<file path="config.mk">
export PLATFORM = sky130hd
export DESIGN_NAME = regfile_access_ctrl
export DESIGN_NICKNAME = d
export VERILOG_FILES = /design/src/rtl/regfile_access_ctrl.sv
export SDC_FILE = /design/constraint.sdc
export NUM_CORES = 1
export LEC_CHECK = 0
export CORE_ASPECT_RATIO = 0.8
export CORE_MARGIN = 2
export CORE_UTILIZATION = 30
export CTS_CLUSTER_SIZE = 28
export DETAILED_ROUTE_END_ITERATION = 7
export GPL_TIMING_DRIVEN = 0
export PLACE_DENSITY_LB_ADDON = 0.3
export SLEW_MARGIN = 10
export SYNTH_ARGS = -nofsm -noshare
export SYNTH_HDL_FRONTEND = slang
export SYNTH_SLANG_ARGS = --single-unit
</file>
<file path="constraint.sdc">
create_clock -name clk -period 4.19 [get_ports clk]
set_input_delay 1.257 -clock clk [delete_from_list [all_inputs] [get_ports clk]]
set_output_delay 1.257 -clock clk [all_outputs]
set_load 0.005 [all_outputs]
</file>
<file path="src/rtl/regfile_access_ctrl.sv">
// regfile_access_ctrl
//   Access sequencer for a bank of NREGS registers that share two tri-state
//   read buses (A and B). One access per req/done handshake: drive two
//   registers onto the buses, capture both bus values, then optionally load
//   one register. All bank enables are one-hot (or zero) registered outputs,
//   so no two registers ever drive the same bus.
//
// Ports
//   clk, reset      rising-edge clock, asynchronous active-high reset
//   req             access request, sampled only while idle
//   we              access includes a write of wdata to register wa
//   ra, rb          registers driven onto bus A / bus B
//   wa, wdata       write address / write data
//   ld              one-hot load enables to the bank
//   oeA, oeB        one-hot bus-A / bus-B output enables to the bank
//   Din             write data to the bank (holds its value outside WRITE)
//   busA, busB      shared buses from the bank
//   qa, qb          captured bus values (0 when the address was out of range)
//   busy            high whenever an access is in progress
//   done            one-cycle completion pulse
//   err             sticky until the next accepted req: an address was >= NREGS
module regfile_access_ctrl #(
  parameter int NREGS = 8,
  parameter int AW    = 3,
  parameter int DW    = 16
) (
  input  logic             clk,
  input  logic             reset,
  input  logic             req,
  input  logic             we,
  input  logic [AW-1:0]    ra,
  input  logic [AW-1:0]    rb,
  input  logic [AW-1:0]    wa,
  input  logic [DW-1:0]    wdata,
  output logic [NREGS-1:0] ld,
  output logic [NREGS-1:0] oeA,
  output logic [NREGS-1:0] oeB,
  output logic [DW-1:0]    Din,
  input  logic [DW-1:0]    busA,
  input  logic [DW-1:0]    busB,
  output logic [DW-1:0]    qa,
  output logic [DW-1:0]    qb,
  output logic             busy,
  output logic             done,
  output logic             err
);

  localparam logic [AW:0] NREGS_W = (AW+1)'(NREGS);

  typedef enum logic [2:0] {
    S_IDLE   = 3'd0,
    S_DRIVE  = 3'd1,
    S_SAMPLE = 3'd2,
    S_WRITE  = 3'd3,
    S_DONE   = 3'd4
  } state_t;

  state_t state, state_next;

  logic             we_r;
  logic [AW-1:0]    ra_r;
  logic [AW-1:0]    rb_r;
  logic [AW-1:0]    wa_r;
  logic [DW-1:0]    wdata_r;

  logic             accept;
  logic             bad_addr;
  logic [AW-1:0]    op_ra;
  logic [AW-1:0]    op_rb;
  logic [NREGS-1:0] oe_a_next;
  logic [NREGS-1:0] oe_b_next;
  logic [NREGS-1:0] ld_next;

  // Address decoder; an address >= NREGS matches no bit and decodes to zero.
  function automatic logic [NREGS-1:0] decode(input logic [AW-1:0] addr);
    logic [NREGS-1:0] dec;
    dec = {NREGS{1'b0}};
    for (int i = 0; i < NREGS; i++) begin
      if (addr == AW'(i)) begin
        dec[i] = 1'b1;
      end else begin
        dec[i] = 1'b0;
      end
    end
    return dec;
  endfunction

  function automatic logic in_range(input logic [AW-1:0] addr);
    return ({1'b0, addr} < NREGS_W);
  endfunction

  // Next-state logic.
  always_comb begin
    state_next = state;
    case (state)
      S_IDLE: begin
        if (req) begin
          state_next = S_DRIVE;
        end else begin
          state_next = S_IDLE;
        end
      end
      S_DRIVE:  state_next = S_SAMPLE;
      S_SAMPLE: begin
        if (we_r) begin
          state_next = S_WRITE;
        end else begin
          state_next = S_DONE;
        end
      end
      S_WRITE:  state_next = S_DONE;
      S_DONE:   state_next = S_IDLE;
      default:  state_next = S_IDLE;
    endcase
  end

  // Enable values for the next cycle. While idle the operands are still on
  // the inputs (they are latched at the same edge), afterwards the latched
  // copies are used so requests arriving mid-access cannot disturb them.
  always_comb begin
    accept    = (state == S_IDLE) && req;
    bad_addr  = !in_range(ra) || !in_range(rb) || (we && !in_range(wa));
    op_ra     = ra_r;
    op_rb     = rb_r;
    oe_a_next = {NREGS{1'b0}};
    oe_b_next = {NREGS{1'b0}};
    ld_next   = {NREGS{1'b0}};
    if (state == S_IDLE) begin
      op_ra = ra;
      op_rb = rb;
    end else begin
      op_ra = ra_r;
      op_rb = rb_r;
    end
    if ((state_next == S_DRIVE) || (state_next == S_SAMPLE)) begin
      oe_a_next = decode(op_ra);
      oe_b_next = decode(op_rb);
    end else begin
      oe_a_next = {NREGS{1'b0}};
      oe_b_next = {NREGS{1'b0}};
    end
    // An out-of-range wa decodes to zero, which suppresses the write.
    if (state_next == S_WRITE) begin
      ld_next = decode(wa_r);
    end else begin
      ld_next = {NREGS{1'b0}};
    end
  end

  // State register and registered outputs.
  always_ff @(posedge clk or posedge reset) begin
    if (reset) begin
      state <= S_IDLE;
      ld    <= {NREGS{1'b0}};
      oeA   <= {NREGS{1'b0}};
      oeB   <= {NREGS{1'b0}};
      Din   <= {DW{1'b0}};
      qa    <= {DW{1'b0}};
      qb    <= {DW{1'b0}};
      busy  <= 1'b0;
      done  <= 1'b0;
      err   <= 1'b0;
    end else begin
      state <= state_next;
      ld    <= ld_next;
      oeA   <= oe_a_next;
      oeB   <= oe_b_next;
      busy  <= (state_next != S_IDLE);
      done  <= (state_next == S_DONE);
      if (state_next == S_WRITE) begin
        Din <= wdata_r;
      end
      // Capture at the closing edge of SAMPLE; a floating bus reads as 0.
      if (state == S_SAMPLE) begin
        qa <= in_range(ra_r) ? busA : {DW{1'b0}};
        qb <= in_range(rb_r) ? busB : {DW{1'b0}};
      end
      if (accept) begin
        err <= bad_addr;
      end
    end
  end

  // Operand latch, loaded only when a request is accepted.
  always_ff @(posedge clk or posedge reset) begin
    if (reset) begin
      we_r    <= 1'b0;
      ra_r    <= {AW{1'b0}};
      rb_r    <= {AW{1'b0}};
      wa_r    <= {AW{1'b0}};
      wdata_r <= {DW{1'b0}};
    end else if (accept) begin
      we_r    <= we;
      ra_r    <= ra;
      rb_r    <= rb;
      wa_r    <= wa;
      wdata_r <= wdata;
    end
  end

endmodule
</file>
==> results.py <==
metrics = {
    "detailed_routing": {
        "drtIter0Drc": 116,
        "post-route-drc-count": 0,
        "final_antenna_net_count": 0,
        "drt-total-wl_mm": 8.47,
        "viasPerCell": 4.32,
        "vias": 2566,
        "dr.pass1.iters": 4,
        "wl_per_cell_um": 14.3,
    },
    "clock_network": {
        "htreeDepth": 3,
        "clk_pin_slew_ns": 0.07,
        "root_buffer": "clkbuf_16",
        "clock_latency_ns": 0.34,
        "cts_tree": "yes",
        "cts_resized": 0,
        "cts.sinks": 103,
        "post_cts.repair.setup_buffers": 0,
        "holdBufCountCts": 0,
        "cts_buffers": 9,
        "cts_max_path_buffers": 2,
    },
    "power": {
        "finalPower_mw": 4.08,
        "p_leak_nw": 2.45,
        "power_density_nw_per_um2": 698,
        "ir_drop_mv": 0.279,
    },
    "logic_synthesis": {
        "synth_simple_gate_area_share_pct": 8.19,
        "ys_seq_area_share_pct": 65.1,
        "synth_fa_ha_area_share_pct": 0,
        "synthCells": 268,
        "synth_area_um2": 3960,
        "synth_top_family_by_area": "multiplexers",
        "synth_cell_type_count": 27,
        "synthXorXnorAreaFrac_pct": 0,
        "synth_nets": 329,
        "syn_area_per_cell_um2": 14.8,
        "synth.area.mux_share_pct": 22.8,
        "synth-compound-area-share_pct": 1.55,
        "yosys_warnings": 0,
        "yosys_register_bits": 103,
    },
    "worst_setup_path": {
        "crit_arrival_ns": 2.80,
        "endpoint_kind": "flip-flop",
        "required_ns": 4.41,
        "path_max_fanout": 10,
        "critPathLaunchType": "input port",
        "path_class": "input port to flip-flop",
    },
    "final_layout": {
        "finalNetCount": 475,
        "final_common_cell": "clkdlybuf4s50_1",
        "layout-drive-gt1-share_pct": 20.8,
        "layout_common_cells": "clkdlybuf4s50_1 (134), dfrtp_1 (103), mux2_2 (56)",
        "final_util_pct": 45.4,
        "diodes": 0,
        "area_delta_synth_final_pct": 47.6,
    },
    "grt": {
        "overflow": 0,
        "grt_pass1_vias": 2664,
        "grt_pass1_wl_mm": 13.7,
        "antenna_found_initial": 0,
        "grt_max_degree": 58,
        "track_usage_pct": 12.5,
    },
    "die": {
        "die-area_um2": 14100,
        "io_pins": 136,
        "die-width_um": 132,
        "start_util_pct": 30.7,
        "core_um2": 12900,
        "row_count": 37,
        "die_y_um": 107,
    },
    "sta": {
        "fmax_ghz": 0.388,
        "rsz0062_at_grt": "false",
        "slew_viol_final": 0,
        "setup_violations": 0,
        "worst_pin_slew_ns": 0.598,
        "finalCritPeriodShare_pct": 61.6,
        "clock-skew-final_ns": 0.00568,
        "hold_ws_ns": 0.483,
        "fin_crit_ns": 2.58,
        "hold_viol": 0,
        "relSlewSlack_pct": 60.1,
    },
    "worst_hold_path": {
        "hold_class": "flip-flop to flip-flop",
    },
    "flow_run": {
        "cap_viol_max_count": 0,
    },
    "placement": {
        "hpwl_mm": 6.16,
        "gp_congestion": 0.707,
        "io_buffer_count": 134,
    },
    "run_status": {
        "status": "complete, no violations",
    },
}
## worst paths after layout
path	start	depth (start not counted)	end	slack [ns]
worst max-delay path	req	5	wdata_r[13]	1.61
worst min-delay path	wdata_r[6]	1	Din[6]	0.48
worst max register to register	state[1]	6	wdata_r[13]	2.27
worst min register to register	wdata_r[6]	1	Din[6]	0.48
max in group asynchronous	reset	3	oeA[6]	2.18
min in group asynchronous	reset	2	qb[15]	1.33
## power by group
group / total (mW) / switching, mW / internal [mW]
registers: 1.66 / 0.235 / 1.43
clock network: 0.816 / 0.353 / 0.463
logic: 1.60 / 0.563 / 1.04
## flip-flops by register name, indices dropped and copies added, names as in the netlist, 3 cells and up
signal   flops
Din         16
ld           8
oeA          8
oeB          8
qa          16
qb          16
ra_r         3
rb_r         3
state        3
wa_r         3
wdata_r     16
## metrics by stage
| stage | setup WS [ns] | setup TNS, ns | instance area, µm² | cells |
|---|---|---|---|---|
| after global routing | 1.52 | 0 | 5840 | 594 |
| after global placement | -1.24 | -127.21 | 5520 | 577 |
| final | 1.61 | 0 | 5840 | 594 |
| after floorplan | 0.229 | 0 | 3960 | 268 |
| after detailed placement | 1.22 | 0 | 5550 | 578 |
| after CTS | 1.57 | 0 | 5840 | 594 |
## per-layer routing
| layer | GRT usage, % | share of wire [%] | vias up |
|---|---|---|---|
| met5 | 0 | 0 | - |
| met1 | 15.8 | 43 | 1266 |
| met4 | 3.69 | 1.2 | 0 |
| li1 | - | - | 1211 |
| met3 | 4.49 | 7.1 | 9 |
| met2 | 20.3 | 48 | 80 |
## cells in the mapped netlist
| library cell | n | area share [%] |
|---|---|---|
| a31oi_1 | 2 | 0.32 |
| and2_1 | 3 | 0.47 |
| and3b_1 | 2 | 0.44 |
| buf_2 | 6 | 0.76 |
| buf_4 | 6 | 1.1 |
| clkbuf_1 | 1 | 0.095 |
| conb_1 | 1 | 0.095 |
| dfrtp_1 | 103 | 65 |
| inv_1 | 2 | 0.19 |
| mux2_1 | 18 | 5.1 |
| mux2_2 | 56 | 16 |
| mux2i_1 | 7 | 1.8 |
| nand2_1 | 1 | 0.095 |
| nand2_2 | 1 | 0.16 |
| nand2b_1 | 3 | 0.47 |
| nand3_1 | 1 | 0.13 |
| nor2_1 | 25 | 2.4 |
| nor2b_1 | 11 | 1.7 |
| nor3_1 | 4 | 0.51 |
| nor3_2 | 1 | 0.25 |
| nor3b_1 | 4 | 0.76 |
| nor3b_4 | 1 | 0.47 |
| nor4_1 | 1 | 0.16 |
| o21ai_0 | 4 | 0.51 |
| o311a_1 | 2 | 0.51 |
| o31a_1 | 1 | 0.22 |
| or3_1 | 1 | 0.16 |
## critical path, cell delays in order
cell             delay, ns
clkdlybuf4s50_1       0.58
and2_1                0.18
buf_4                 0.19
buf_4                 0.23
mux2_2                0.36
## cells by family (layout without fill, tap and decap cells)
logic type,Yosys count,count (layout)
AO/OA/AOI/OAI,9,9
buffers and inverters,15,166
flip-flops,103,103
multiplexers,81,81
other,1,1
AND/OR/NAND/NOR,59,59
## cell type report
class | instances | area [µm²]
buffer | 13 | 78.8
tap | 175 | 219
timing repair buffer | 135 | 1370
fill | 1215 | 7030
multi-input combinational | 150 | 1290
inverter | 2 | 10.0
clock inverter | 5 | 58.8
clock buffer | 11 | 233
sequential | 103 | 2580
Power figures use the tool's default switching activity.
